### src/rtl/divider_unit.sv
// Sequential unsigned restoring divider (DIVU), one quotient bit per clock.
// dataOut = {remainder, quotient}; shares the multiplier's 6-bit opcode bus.
module divider_unit #(
    parameter int         WIDTH = 32,
    parameter logic [5:0] DIVU  = 6'b011011,
    parameter logic [5:0] OUT   = 6'b111111
) (
    input  logic               clk,
    input  logic               reset,
    input  logic [WIDTH-1:0]   dataA,
    input  logic [WIDTH-1:0]   dataB,
    input  logic [5:0]         Signal,
    output logic [2*WIDTH-1:0] dataOut,
    output logic               busy,
    output logic               done,
    output logic               div_by_zero
);

    localparam int   CW        = $clog2(WIDTH + 1);
    localparam logic ACCEPT_OK = (DIVU != OUT);

    typedef enum logic [1:0] {
        IDLE = 2'd0,
        BUSY = 2'd1,
        DONE = 2'd2
    } state_t;

    state_t             state_q, state_d;
    logic [CW-1:0]      cnt_q, cnt_d;
    logic [WIDTH-1:0]   r_q, r_d;
    logic [WIDTH-1:0]   q_q, q_d;
    logic [WIDTH-1:0]   d_q, d_d;
    logic               zero_q, zero_d;
    logic               dbz_q, dbz_d;
    logic [2*WIDTH-1:0] out_q, out_d;

    logic               accept;
    logic [WIDTH:0]     t;
    logic [WIDTH-1:0]   r_sub;
    logic               ge;

    assign accept = (Signal == DIVU) && ACCEPT_OK;
    assign t      = {r_q, q_q[WIDTH-1]};
    assign ge     = t >= {1'b0, d_q};
    // Only used when ge holds, so the result always fits in WIDTH bits.
    assign r_sub  = t[WIDTH-1:0] - d_q;

    always_ff @(posedge clk) begin
        if (reset) begin
            state_q <= IDLE;
            cnt_q   <= '0;
            r_q     <= '0;
            q_q     <= '0;
            d_q     <= '0;
            zero_q  <= 1'b0;
            dbz_q   <= 1'b0;
            out_q   <= '0;
        end else begin
            state_q <= state_d;
            cnt_q   <= cnt_d;
            r_q     <= r_d;
            q_q     <= q_d;
            d_q     <= d_d;
            zero_q  <= zero_d;
            dbz_q   <= dbz_d;
            out_q   <= out_d;
        end
    end

    always_comb begin
        state_d = state_q;
        unique case (state_q)
            IDLE, DONE: state_d = accept ? BUSY : IDLE;
            BUSY:       if (cnt_q == CW'(1)) state_d = DONE;
            default:    state_d = IDLE;
        endcase
    end

    // A zero divisor spends a single cycle in BUSY and then reports the
    // saturated quotient, giving it a one-cycle latency without iterating.
    always_comb begin
        cnt_d  = cnt_q;
        r_d    = r_q;
        q_d    = q_q;
        d_d    = d_q;
        zero_d = zero_q;
        dbz_d  = dbz_q;
        out_d  = out_q;
        if (state_q != BUSY && accept) begin
            d_d    = dataB;
            q_d    = dataA;
            r_d    = '0;
            zero_d = (dataB == '0);
            cnt_d  = (dataB == '0) ? CW'(1) : CW'(WIDTH);
            dbz_d  = 1'b0;
        end else if (state_q == BUSY) begin
            cnt_d = cnt_q - CW'(1);
            if (zero_q) begin
                if (cnt_q == CW'(1)) begin
                    out_d = {q_q, {WIDTH{1'b1}}};
                    dbz_d = 1'b1;
                end
            end else begin
                r_d = ge ? r_sub : t[WIDTH-1:0];
                q_d = {q_q[WIDTH-2:0], ge};
                if (cnt_q == CW'(1)) out_d = {r_d, q_d};
            end
        end
    end

    assign busy        = (state_q == BUSY);
    assign done        = (state_q == DONE);
    assign dataOut     = out_q;
    assign div_by_zero = dbz_q;

endmodule

### config.mk
export PLATFORM = sky130hd
export DESIGN_NAME = divider_unit
export DESIGN_NICKNAME = d
export VERILOG_FILES = /design/src/rtl/divider_unit.sv
export SDC_FILE = /design/constraint.sdc
export NUM_CORES = 1
export LEC_CHECK = 0
export BUFFER_PORTS_ARGS = -buffer_cell sky130_fd_sc_hd__buf_2
export CORE_UTILIZATION = 30
export DETAILED_ROUTE_END_ITERATION = 6
export PLACE_DENSITY = 0.49
export SLEW_MARGIN = 20
export SYNTH_ARGS = -nofsm -noshare
export SYNTH_HDL_FRONTEND = slang
export SYNTH_SLANG_ARGS = --single-unit
### constraint.sdc
create_clock -name clk -period 3.02 [get_ports clk]
set_input_delay 0.604 -clock clk [delete_from_list [all_inputs] [get_ports clk]]
set_output_delay 0.604 -clock clk [all_outputs]
set_load 0.005 [all_outputs]
==> reports/results.ini <==
[run_status]
outcome = finished, final reports clean

[sta]
fmax_mhz = 344
hold_violations = 0
final_max_slew_viol_count = 0
worst_pin_slew_ps = 1040
fin_crit_sh_pct = 96.1
min_period_ps = 2900
setup-violations-final = 0
timing.hold.ws_ps = 415
fin_ws_ps = 116
slew_headroom_pct = 30.6
skew_ps = 11.6

[layout]
nets = 1349
antennaDiodeCount = 0
final_common_cell = dfxtp_1
fillCellCount = 3121
layout-drive-gt1-share_pct = 21.7
layout_common_cells = dfxtp_1 (164), a21oi_1 (146), nand2_1 (141)
layout.cells.non_filler = 1639
design_area_um2 = 10800
area_growth_pct = 22.8

[place]
preCtsSetupSlack_ps = 7.11
place_inst = 1605
place_area_um2 = 10000
gp_congestion = 0.892
hpwl_mm = 21.2
port_buffers = 138

[clocking]
cts_max_level = 4
cts_root_buf = clkbuf_16
clock_path_buffers = 2
insertion_delay_ps = 430
path_clk_slew_ps = 70
clock-sinks = 170
cts-buffers-inserted = 17
cts_tree = done

[synthesis]
syn_nets = 1225
synthSimpleGateAreaFrac_pct = 21.0
synth_top_family_by_area = compound AO/OA/AOI/OAI gates
synth_area_um2 = 8780
synth_edf_count = 0
yosysSeqAreaShare_pct = 38.8
synth_area_leader_cell = dfxtp_1
synth_top_area_share_pct = 38.8
synthXorXnorAreaFrac_pct = 2.99
ys_seq_elements = 170
synth.area.top_cells = dfxtp_1 (39%), a21oi_1 (8.5%), nand2_1 (6.0%), ha_1 (4.8%), nor3_1 (4.3%)
yosys_most_used_dff = dfxtp_1
yosysUniqueCellTypes = 66
avgSynthCellArea_um2 = 7.85
synthArstFlopShare_pct = 0
syn_inst = 1118
synth_mux_area_share_pct = 2.74
yosys_warnings = 0
synth_compound_area_share_pct = 23.3
synthAdderAreaFrac_pct = 5.08

[pwr]
clock_power_share_pct = 40.6
p_seq_share_pct = 42.0
sw_frac_of_total_pct = 30.0
leakage_uw = 0.00433
intPower_uw = 3780
ir_drop_v = 0.000423
power_frac_comb_pct = 17.4
p_sw_uw = 1620
total_power_uw = 5400
pwr_density_cell_nw_per_um2 = 501

[setup_path]
arrival_ps = 3180
critPathLaunch = r_q[11]$_SDFFE_PP0P_
crit_path_max_fanout = 15
endpoint = dataOut[45]$_SDFFE_PP0P_
cp_cell_sequence = ha_2, a21oi_2, o21ai_1, o2bb2ai_2, or4_4, a41oi_4, o21a_4, buf_12, mux2i_1, o22ai_1
cpPeakStageDelay_ps = 560
start_kind = flop
r2r-end = dataOut[45]$_SDFFE_PP0P_
critPathKind = flop to flop
r2r_cells = 10
r2r_slack_ps = 120
cpMaxStageDelayCell = or4_4
cp.required_ps = 3300
r2r-start = r_q[11]$_SDFFE_PP0P_
crit_path_end_kind = flop

[route]
drtIter0Drc = 581
avgViaCountPerCell = 5.18
first_pass_iters = 5
drc_errors = 0
drt_wl_total_mm = 28.9
vias = 8491
antenna_left = 0
wl_per_cell_um = 17.6

[grt]
antenna_found_initial = 0
grt_pass1_wl_mm = 46.1
grt_max_degree = 96
grt_usage_pct = 19.2
grt-ovfl-total = 0
grt_pass1_vias = 8183

[floorplanning]
die_x_um = 173
die_y_um = 173
row_count = 62
num_io_pins = 139
fp.dieArea_um2 = 29900
core_area_um2 = 28700
initial_core_util_pct = 30.6

[worst_hold_path]
hold_path_class = input pin to flop
worstHoldStart = reset

[run]
drv_cap = 0

[critical path: cells and delay by family (launching register included)]
| family | cells | cell delay, ps |
|---|---|---|
| AOI/OAI and AO/OA | 6 | 1000 |
| adders and majority gates | 1 | 340 |
| buffers and inverters | 1 | 180 |
| DFF | 1 | 380 |
| muxes | 1 | 270 |
| and+or+nand+nor | 1 | 560 |
[power by group through the flow]
stage	registers, uW	logic (uW)	clock network, uW
final	2270	938	2190
after global routing	2270	1010	2330
after CTS	2270	840	2230
after detailed placement	2320	834	0
after global placement	2320	830	0
after floorplan	2310	583	0
[cell type report]
cell class	instances	area [um2]	area share [%]
clock buffers	17	425	3.95
clock inverters	15	158	1.46
inverters	43	161	1.50
multi-input cells	820	5000	46.4
flip-flops and latches	170	3410	31.7
well taps	384	480	4.46
repair buffers	190	1140	10.6
[worst min path at each step]
| stage | end | slack [ps] | cells past startpoint |
|---|---|---|---|
| floorplan | cnt_q[5]$_SDFFE_PP0P_ | 430 | 2 |
| global placement | d_q[13]$_SDFFE_PP0P_ | 440 | 2 |
| detailed placement | d_q[14]$_SDFFE_PP0P_ | 450 | 2 |
| CTS | d_q[24]$_SDFFE_PP0P_ | 410 | 3 |
| global route | dataOut[39]$_SDFFE_PP0P_ | 420 | 2 |
| finish | dataOut[39]$_SDFFE_PP0P_ | 410 | 2 |
[cells in the mapped netlist, types with 2 or more instances]
master and n:
buf_6 4, clkbuf_1 66, nand3_1 19, a21o_1 5
a22o_1 2, and3_1 37, o211ai_1 7, o21ai_0 49
buf_2 3, and2_1 4, or3_1 2, or4_1 2
xor2_1 12, dfxtp_1 170, o31ai_1 6, a21oi_1 149
a211oi_1 9, nor2b_1 3, buf_1 7, o21bai_1 2
inv_1 42, o22ai_1 25, nand2_1 141, a41oi_1 4
xnor2_1 18, a31oi_1 9, mux2i_1 24, o311ai_0 2
clkbuf_2 3, and4_1 2, a311o_1 3, nand2b_1 7
a21oi_2 3, a311oi_1 3, nand4_1 14, o21a_1 6
nor4_1 9, ha_1 34, nor2_1 77, a22oi_1 32
nor3_1 75, a211o_1 3
[per-layer routing]
layer | routed length (um) | GRT usage (%) | share of wire (%)
met1 | 14800 | 28.0 | 51
met2 | 12600 | 29.6 | 44
met3 | 1230 | 2.51 | 4.3
met4 | 317 | 4.54 | 1.1
met5 | 0 | 0 | 0
[metrics by stage]
stage	utilization, %	setup TNS [ps]
after floorplan	-	0
after global placement	34.9	0
after detailed placement	34.9	0
after CTS	36.9	0
after global routing	37.5	-17.1
final	37.5	0
[kinds of logic after synthesis]
group	count (synthesis)
XOR/XNOR	30
AND/OR/NAND/NOR	397
buffers and inverters	128
AO/OA/AOI/OAI	334
flip-flops	170
multiplexers	24
adder cells (fa/ha/maj)	35
[flip-flops by register name, summed over array words and instances, names as in the netlist]
| signal | flops |
|---|---|
| r_q | 32 |
| d_q | 32 |
| zero_q | 1 |
| state_q | 2 |
| cnt_q | 6 |
| div_by_zero | 1 |
| q_q | 32 |
| dataOut | 64 |
[timing repair]
| action | CTS | global route |
|---|---|---|
| pin swaps | 0 | 2 |
| hold buffers | 0 | 0 |
| buffers inserted | 0 | 1 |
| cloned | 0 | 1 |
| resized for setup | 1 | 36 |
| hold endpoints to repair | 0 | 0 |
| setup endpoints to repair | 1 | 55 |
Note: power is estimated with default switching activity, not from simulation.
